[src/rtl/preif_fetch_group.sv]
// preif_fetch_group: pre-IF stage that issues FETCH_W-aligned fetch groups, latches stalled
// redirects, replays flushes that hit a busy ICache and parks on fetch exceptions. Optional: PREIF_ITLB_EN.
`ifndef NO_EX
`define NO_EX 5'h1f
`endif
`ifndef AdEL
`define AdEL 5'h04
`endif
`ifndef ITLB_EX_Refill
`define ITLB_EX_Refill 5'h02
`endif
`ifndef ITLB_EX_Invalid
`define ITLB_EX_Invalid 5'h1b
`endif

module preif_fetch_group #(
    parameter int unsigned FETCH_W       = 2,
    parameter logic [31:0] RESET_PC      = 32'hBFC00000,
    parameter logic [31:0] GENERAL_EX_PC = 32'hBFC00380,
    parameter logic [31:0] REFILL_EX_PC  = 32'hBFC00200,
    parameter int unsigned CW            = $clog2(FETCH_W) + 1
) (
    input  logic          clk,
    input  logic          reset,
    input  logic          fs_allowin,
    input  logic          br_stall,
    input  logic          br_taken,
    input  logic [31:0]   br_target,
    input  logic          flush,
    input  logic          flush_refill,
    input  logic          eret,
    input  logic [31:0]   epc,
    input  logic          icache_busy,
`ifdef PREIF_ITLB_EN
    input  logic          itlb_found,
    input  logic          itlb_v,
    input  logic [19:0]   itlb_pfn,
`endif
    output logic          req_valid,
    output logic [31:0]   req_paddr,
    output logic [CW-1:0] req_count,
    output logic          ps_to_fs_valid,
    output logic [31:0]   ps_pc,
    output logic [CW-1:0] ps_count,
    output logic          ps_bdd,
    output logic          ps_ex,
    output logic [4:0]    ps_exctype
);

    typedef enum logic [1:0] {RUN, REPLAY, HOLD_EX} state_t;

    state_t        state_q, state_d;
    logic [31:0]   pc_q, pc_d;
    logic [31:0]   redir_pc_q, redir_pc_d;
    logic          redir_vld_q, redir_vld_d;

    logic [31:0]   fetch_pc, grp_idx, seq_pc, paddr;
    logic [CW-1:0] grp_cnt;
    logic [4:0]    ex_code;
    logic          adel, ex_any, active, advance, handoff, reload;

    // A latched redirect is fetched directly, so a branch seen while stalled
    // issues its target on the first unstalled cycle.
    assign fetch_pc = redir_vld_q ? redir_pc_q : pc_q;

    always_comb begin
        grp_idx = (fetch_pc >> 2) & 32'(FETCH_W - 1);
        grp_cnt = CW'(32'(FETCH_W) - grp_idx);
        seq_pc  = fetch_pc + (32'(grp_cnt) << 2);
    end

    assign adel = (fetch_pc[1:0] != 2'b00);

`ifdef PREIF_ITLB_EN
    always_comb begin
        if (adel)
            ex_code = `AdEL;
        else if (!itlb_found)
            ex_code = `ITLB_EX_Refill;
        else if (!itlb_v)
            ex_code = `ITLB_EX_Invalid;
        else
            ex_code = `NO_EX;
    end
    assign paddr = {itlb_pfn, fetch_pc[11:0]};
`else
    assign ex_code = adel ? `AdEL : `NO_EX;
    assign paddr   = fetch_pc & 32'h1FFFFFFF;
`endif

    assign ex_any  = (ex_code != `NO_EX);
    assign reload  = flush | eret;
    // REPLAY with the ICache free behaves exactly like RUN for that cycle.
    assign active  = !reset && ((state_q == RUN) || ((state_q == REPLAY) && !icache_busy));
    assign advance = active && !icache_busy && fs_allowin && !br_stall && !ex_any;
    assign handoff = active && ex_any && fs_allowin;

    always_ff @(posedge clk) begin
        if (reset)
            state_q <= RUN;
        else
            state_q <= state_d;
    end

    always_comb begin
        state_d = state_q;
        case (state_q)
            RUN, REPLAY: begin
                if (handoff)
                    state_d = HOLD_EX;
                else if ((state_q == REPLAY) && !icache_busy)
                    state_d = RUN;
            end
            HOLD_EX: state_d = HOLD_EX;
            default: state_d = RUN;
        endcase
        if (reload)
            state_d = icache_busy ? REPLAY : RUN;
    end

    always_comb begin
        req_valid      = advance;
        ps_to_fs_valid = advance || handoff;
        req_paddr      = reset ? '0 : paddr;
        req_count      = reset ? '0 : (ex_any ? CW'(1) : grp_cnt);
        ps_count       = req_count;
        ps_pc          = reset ? RESET_PC : fetch_pc;
        ps_bdd         = advance && redir_vld_q;
        ps_ex          = active && ex_any;
        ps_exctype     = ps_ex ? ex_code : `NO_EX;
    end

    always_comb begin
        pc_d        = pc_q;
        redir_pc_d  = redir_pc_q;
        redir_vld_d = redir_vld_q;
        if (eret) begin
            pc_d        = epc;
            redir_vld_d = 1'b0;
        end else if (flush) begin
            pc_d        = flush_refill ? REFILL_EX_PC : GENERAL_EX_PC;
            redir_vld_d = 1'b0;
        end else begin
            if (advance) begin
                pc_d        = seq_pc;
                redir_vld_d = 1'b0;
            end
            if (br_taken) begin
                redir_pc_d  = br_target;
                redir_vld_d = 1'b1;
            end
        end
    end

    always_ff @(posedge clk) begin
        if (reset) begin
            pc_q        <= RESET_PC;
            redir_pc_q  <= '0;
            redir_vld_q <= 1'b0;
        end else begin
            pc_q        <= pc_d;
            redir_pc_q  <= redir_pc_d;
            redir_vld_q <= redir_vld_d;
        end
    end

endmodule

[config.mk]
export PLATFORM = sky130hd
export DESIGN_NAME = preif_fetch_group
export DESIGN_NICKNAME = d
export VERILOG_FILES = /design/src/rtl/preif_fetch_group.sv
export SDC_FILE = /design/constraint.sdc
export NUM_CORES = 1
export LEC_CHECK = 0
export CORE_ASPECT_RATIO = 0.9
export CORE_MARGIN = 4
export CORE_UTILIZATION = 30
export CTS_CLUSTER_DIAMETER = 200
export CTS_CLUSTER_SIZE = 14
export DETAILED_ROUTE_END_ITERATION = 10
export GPL_TIMING_DRIVEN = 0
export SLEW_MARGIN = 20
export SYNTH_ARGS = -nofsm -noshare
export SYNTH_HDL_FRONTEND = slang
export SYNTH_SLANG_ARGS = --single-unit
[constraint.sdc]
create_clock -name clk -period 4.3 [get_ports clk]
set_clock_uncertainty 0.15 [all_clocks]
set_input_delay 1.29 -clock clk [delete_from_list [all_inputs] [get_ports clk]]
set_output_delay 1.29 -clock clk [all_outputs]
set_load 0.01 [all_outputs]
==> impl_metrics.ini, run 1 <==
[worst_setup_path]
worstPathRequired_ns = 2.86
endpoint_kind = output port
cp_slowest_stage_delay_ns = 0.47
cp-endpoint = req_paddr[0]
rr_startpoint = redir_vld_q
r2r-end = pc_q[29]
r2r_slack_ns = 0.34
crit_family = buffers and inverters
critPathBufInv = 7
crit_arrival_ns = 2.82
critical_path_class = register to output port
path_cells = buf_6, buf_4, buf_6, buf_6, buf_6, mux2i_1, nor2_2, buf_4, clkdlybuf4s50_1
cp.depth = 9
cpMostUsedCell = buf_6
crit_path_start_kind = register
critPathMaxFanout = 10
cp-startpoint = redir_vld_q
crit_slowest_cell = clkdlybuf4s50_1
rr_worst_depth = 11

[routing]
drt_wl_total_um = 16620
wl_per_cell_um = 17.89
drc_errors = 0
drt_iter0_markers = 335
ant_nets = 0
drt_pass1_iterations = 6
viasPerCell = 5.112
num_vias = 4749

[clock_tree]
clk_pin_slew_ns = 0.06
numCtsBuffers = 9
cts_tree = done
clock-sinks = 67
h-tree-depth = 3
clockBufferDepth = 2
cts_setup_buffers = 0
clock_latency_ns = 0.34
root_buffer = clkbuf_16

[floorplan]
die_area_um2 = 16300
die_h_um = 121.5
rows = 41
die_x_um = 134.1
ios = 150
core_um2 = 14000
start_util = 0.3067

[yosys]
yosys-top-cells-area = dfxtp_1 (31%), nand2_1 (9.4%), mux2i_1 (6.8%), a21oi_1 (6.2%), buf_4 (5.6%)
avgSynthCellArea_um2 = 7.457
yosysUniqueCellTypes = 61
ys_warn_count = 0
yosysTopAreaCell = dfxtp_1
netlist_area_um2 = 4295
yosysSeqAreaShare = 0.3123
synth_top_area_share = 0.3123
synth_commonest_cells = nand2_1 (107), dfxtp_1 (67), nor2_1 (61), a21oi_1 (53), buf_4 (32)
async_flop_share = 0
synth_cells = 576
synth-edff-count = 0
synth-seq-cells = 67
synth_flop_cell = dfxtp_1
synth.most_common_cell = nand2_1

[timing]
period_needed_ns = 4.262
relSlewSlack = 0.5251
grt_setup_unrepaired = yes
fin_crit_sh = 0.9912
hold_viol = 0
finalMaxSlewViolations = 0
setup_violations = 0
worst_pin_slew_ns = 0.7060
hold_ws_ns = 0.3112
fmax_mhz = 234.6

[outcome]
status = finished clean

[run]
maxCapViolCount = 0

[finish]
fin_nets = 806
final_cell_area_um2 = 6387
fin_util = 0.4561
diodes = 0
layout-drive-gt1-share = 0.1250
fill_cells = 1366
areaGrowthSynthToFinish_pct = 48.70

[pwr]
p_total_uw = 1911
max-vdd-ir-drop_v = 0.0002308
powerDensity_nw_per_um2 = 299.2
p_leak_uw = 0.002369

[grt]
gr-total-overflow = 0
grt_pass1_vias = 4596
grt_pass1_wl_um = 25210
track_usage = 0.1970
antenna_found_initial = 0
grt_max_degree = 14

[hold_path]
hold_depth = 2
hold_class = register to register

[place]
dpl_cell_area_um2 = 5986
dp_hpwl_um = 12720
place_congestion = 0.8966
portBuffers = 144
worst register-to-register path, cell delays in order (launching register included):
cell	delay (ns)
dfxtp_2	0.43
buf_6	0.21
buf_4	0.22
buf_6	0.21
buf_4	0.25
mux2_2	0.19
ha_1	0.18
a21boi_0	0.60
nand2_1	0.28
or4_1	0.48
or3_1	0.32
a311o_1	0.32
layout by cell type, fill, tap and decap left out, types with 15 or more instances in the layout:
| master | instances |
|---|---|
| clkbuf_1 | 20 |
| nor2_1 | 54 |
| buf_4 | 34 |
| dfxtp_1 | 66 |
| a21oi_1 | 52 |
| nand3_1 | 15 |
| mux2i_1 | 28 |
| clkdlybuf4s50_1 | 141 |
| o21ai_0 | 21 |
| nand2_1 | 107 |
registers in the layout (all words and copies together), names as in the netlist:
| name | count |
|---|---|
| pc_q | 32 |
| redir_pc_q | 32 |
| state_q | 2 |
| redir_vld_q | 1 |
power breakdown:
part,switching [uW],internal (uW)
sequential,30.9,653
clock,307,512
combinational,198,211
final cells by class:
class	instances	area, um2	share of cell area
buffer	69	450.4	0.07052
clock buffer	9	225.2	0.03526
clock inverter	7	101.3	0.01587
inverter	8	35.03	0.005485
multi-input combinational	432	2554	0.3998
sequential	67	1343	0.2102
tap	193	241.5	0.03781
timing repair buffer	144	1438	0.2251
worst min path at each step:
stage | endpoint | startpoint
after floorplan | pc_q[9] | pc_q[9]
after global placement | redir_pc_q[31] | redir_pc_q[31]
after detailed placement | pc_q[9] | pc_q[9]
after CTS | pc_q[9] | pc_q[9]
after global routing | redir_pc_q[31] | redir_pc_q[31]
final | pc_q[9] | pc_q[9]
through the flow:
step	std cells	worst slack [ns]	TNS, ns
final	929	0.03794	0
after global routing	929	-0.01937	-0.06837
after CTS	929	-0.003066	-0.003066
after detailed placement	915	-0.6170	-29.53
after global placement	915	-0.6078	-27.59
after floorplan	578	0.4334	0
metal layers:
| layer | global-route usage | routed length, um | vias up |
|---|---|---|---|
| met5 | 0 | 0 | - |
| met2 | 0.3223 | 7673 | 229 |
| met1 | 0.2666 | 7300 | 2217 |
| met4 | 0.05471 | 297 | 0 |
| met3 | 0.03856 | 1352 | 24 |
| li1 | - | - | 2279 |
cells by family after synthesis:
group                    count (synthesis)  synth area share
AO/OA/AOI/OAI                          128            0.1908
XOR/XNOR                                22           0.04486
adder cells (fa/ha/maj)                  2          0.005825
buffers and inverters                   79            0.1025
flip-flops                              67            0.3123
multiplexers                            32           0.07544
other                                    2          0.001748
AND/OR/NAND/NOR                        244            0.2665
what timing repair did:
action,CTS,global route
endpoints found under the setup margin,68,31
hold buffers,0,0
resized for setup,28,14
hold endpoints to repair,0,0
Power figures use the tool's default switching activity.
==> run 2, diff against run 1 <==
--- a/config.mk
+++ b/config.mk
@@ -6,7 +6,7 @@
 export NUM_CORES = 1
 export LEC_CHECK = 0
 export CORE_ASPECT_RATIO = 0.9
-export CORE_MARGIN = 4
+export CORE_MARGIN = 2
 export CORE_UTILIZATION = 30
 export CTS_CLUSTER_DIAMETER = 200
 export CTS_CLUSTER_SIZE = 14
==> impl_metrics.ini, run 2 (synthesized netlist as in run 1, its figures left out) <==
[run]
maxCapViolCount = 0

[finish]
final_common_cell = clkdlybuf4s50_1
fill_cells = 1364
reg_top3 = pc_q (32), redir_pc_q (32), state_q (2)
fin_nets = 807
final_cell_area_um2 = 6427
layout-drive-gt1-share = 0.1384
areaGrowthSynthToFinish_pct = 49.64
layout_common_cells = clkdlybuf4s50_1 (141), nand2_1 (107), dfxtp_1 (66)
diodes = 0

[timing]
worst_pin_slew_ns = 0.6624
setup_violations = 0
period_needed_ns = 4.241
fin_crit_sh = 0.9863
fmax_mhz = 235.8
grt_setup_unrepaired = yes
hold_viol = 0
finalMaxSlewViolations = 0
setup_tns_ns = 0
relSlewSlack = 0.5457
hold_ws_ns = 0.3086

[grt]
grt_pass1_vias = 4664
gr-total-overflow = 0
grt_pass1_wl_um = 24910
grt_max_degree = 13
antenna_found_initial = 0
track_usage = 0.2094

[pwr]
max-vdd-ir-drop_v = 0.0001726
power_switching_uw = 520.9
p_leak_uw = 0.002375
p_clk_frac = 0.426
powerDensity_nw_per_um2 = 297.1
internal_power_uw = 1389
switching_share = 0.2728
p_total_uw = 1910
seq_power_share = 0.358
pwr-share-comb = 0.216

[routing]
num_vias = 4858
wl_per_cell_um = 17.63
ant_nets = 0
drt_pass1_iterations = 5
viasPerCell = 5.224
drt_wl_total_um = 16390
drt_iter0_markers = 443
drc_errors = 0

[clock_tree]
h-tree-depth = 3
clock_latency_ns = 0.33
clock-sinks = 67
numCtsBuffers = 9
cts_tree = done
clk_pin_slew_ns = 0.06
ctsHoldBuffers = 0
clockBufferDepth = 2
root_buffer = clkbuf_16

[hold_path]
hold_class = register to register
hold_path_end = redir_pc_q[31]
worstHoldStart = redir_pc_q[31]
hold_depth = 2

[worst_setup_path]
worstPathRequired_ns = 2.86
crit_path_start_kind = register
rr_worst_depth = 11
r2r-end = pc_q[29]
crit_arrival_ns = 2.80
cp-startpoint = redir_vld_q
rr_startpoint = redir_vld_q
critical_path_class = register to output port
r2r_slack_ns = 0.36
endpoint_kind = output port
critPathMaxFanout = 10

[place]
dpl_cell_area_um2 = 5986
dp_hpwl_um = 12380
portBuffers = 144
place_congestion = 0.9222

[floorplan]
start_util = 0.3067
die_area_um2 = 15290
die_h_um = 117.5
rows = 41
core_um2 = 14000
ios = 150
die_x_um = 130.1

[outcome]
status = finished clean
run 2: changes by cell type in the layout (fill, tap and decap cells not counted), sizes merged:
cell / delta
inv: -1
clkbuf: +1
clkdlybuf4s15: +1
dlymetal6s2s: +1
dlygate4sd2: -2
buf: +1
run 2: per-layer routing:
| metal | routed length [um] | vias to the layer above | GRT usage | part of all wire |
|---|---|---|---|---|
| li1 | - | 2287 | - | - |
| met1 | 7165 | 2263 | 0.2859 | 0.44 |
| met2 | 7500 | 276 | 0.3318 | 0.46 |
| met3 | 1305 | 32 | 0.03136 | 0.080 |
| met4 | 421 | 0 | 0.07930 | 0.026 |
| met5 | 0 | - | 0 | 0 |
run 2: area by class of cell:
cell class	count	area, um2	share of cell area
Buffer	69	452.9	0.07047
Clock buffer	10	239.0	0.03718
Clock inverter	6	88.84	0.01382
Inverter	8	35.03	0.005451
Multi-Input combinational cell	432	2576	0.4008
Sequential cell	67	1343	0.2089
Tap cell	193	241.5	0.03757
Timing Repair Buffer	145	1451	0.2258
run 2: critical path, stage by stage, from the launching register on:
cell             delay [ns]
dfxtp_2                0.43
buf_6                  0.21
buf_4                  0.22
buf_6                  0.21
buf_4                  0.25
mux2_2                 0.37
and2_1                 0.18
buf_4                  0.13
clkdlybuf4s50_1        0.46
run 2: repair_timing:
action | CTS | global route
cloned | 0 | 0
gates resized for setup | 30 | 24
setup buffers | 1 | 0
endpoints found under the setup margin | 68 | 27
run 2: power by group through the flow:
stage / Sequential [uW] / Combinational (uW) / Clock [uW]
6_report: 684 / 413 / 813
3_5_place_dp: 696 / 399 / 0
3_3_place_gp: 694 / 394 / 0
4_1_cts: 682 / 406 / 817
5_1_grt: 687 / 443 / 852
2_1_floorplan: 687 / 202 / 0
run 2: how the worst max path moves through the flow:
| stage | to | slack (ns) | cells after the start |
|---|---|---|---|
| finish | req_paddr[4] | 0.06 | 8 |
| global route | req_paddr[4] | -0.0004 | 8 |
| CTS | req_paddr[11] | 0.006 | 6 |
| detailed placement | req_count[0] | -0.54 | 6 |
| global placement | req_count[0] | -0.57 | 6 |
| floorplan | req_paddr[3] | 0.43 | 5 |
run 2: through the flow:
step | utilization | instances | setup slack [ns]
after global routing | 0.4589 | 930 | -0.0004021
final | 0.4589 | 930 | 0.05878
after global placement | 0.4274 | 915 | -0.5656
after detailed placement | 0.4274 | 915 | -0.5421
after floorplan | - | 578 | 0.4334
after CTS | 0.4552 | 930 | 0.005749
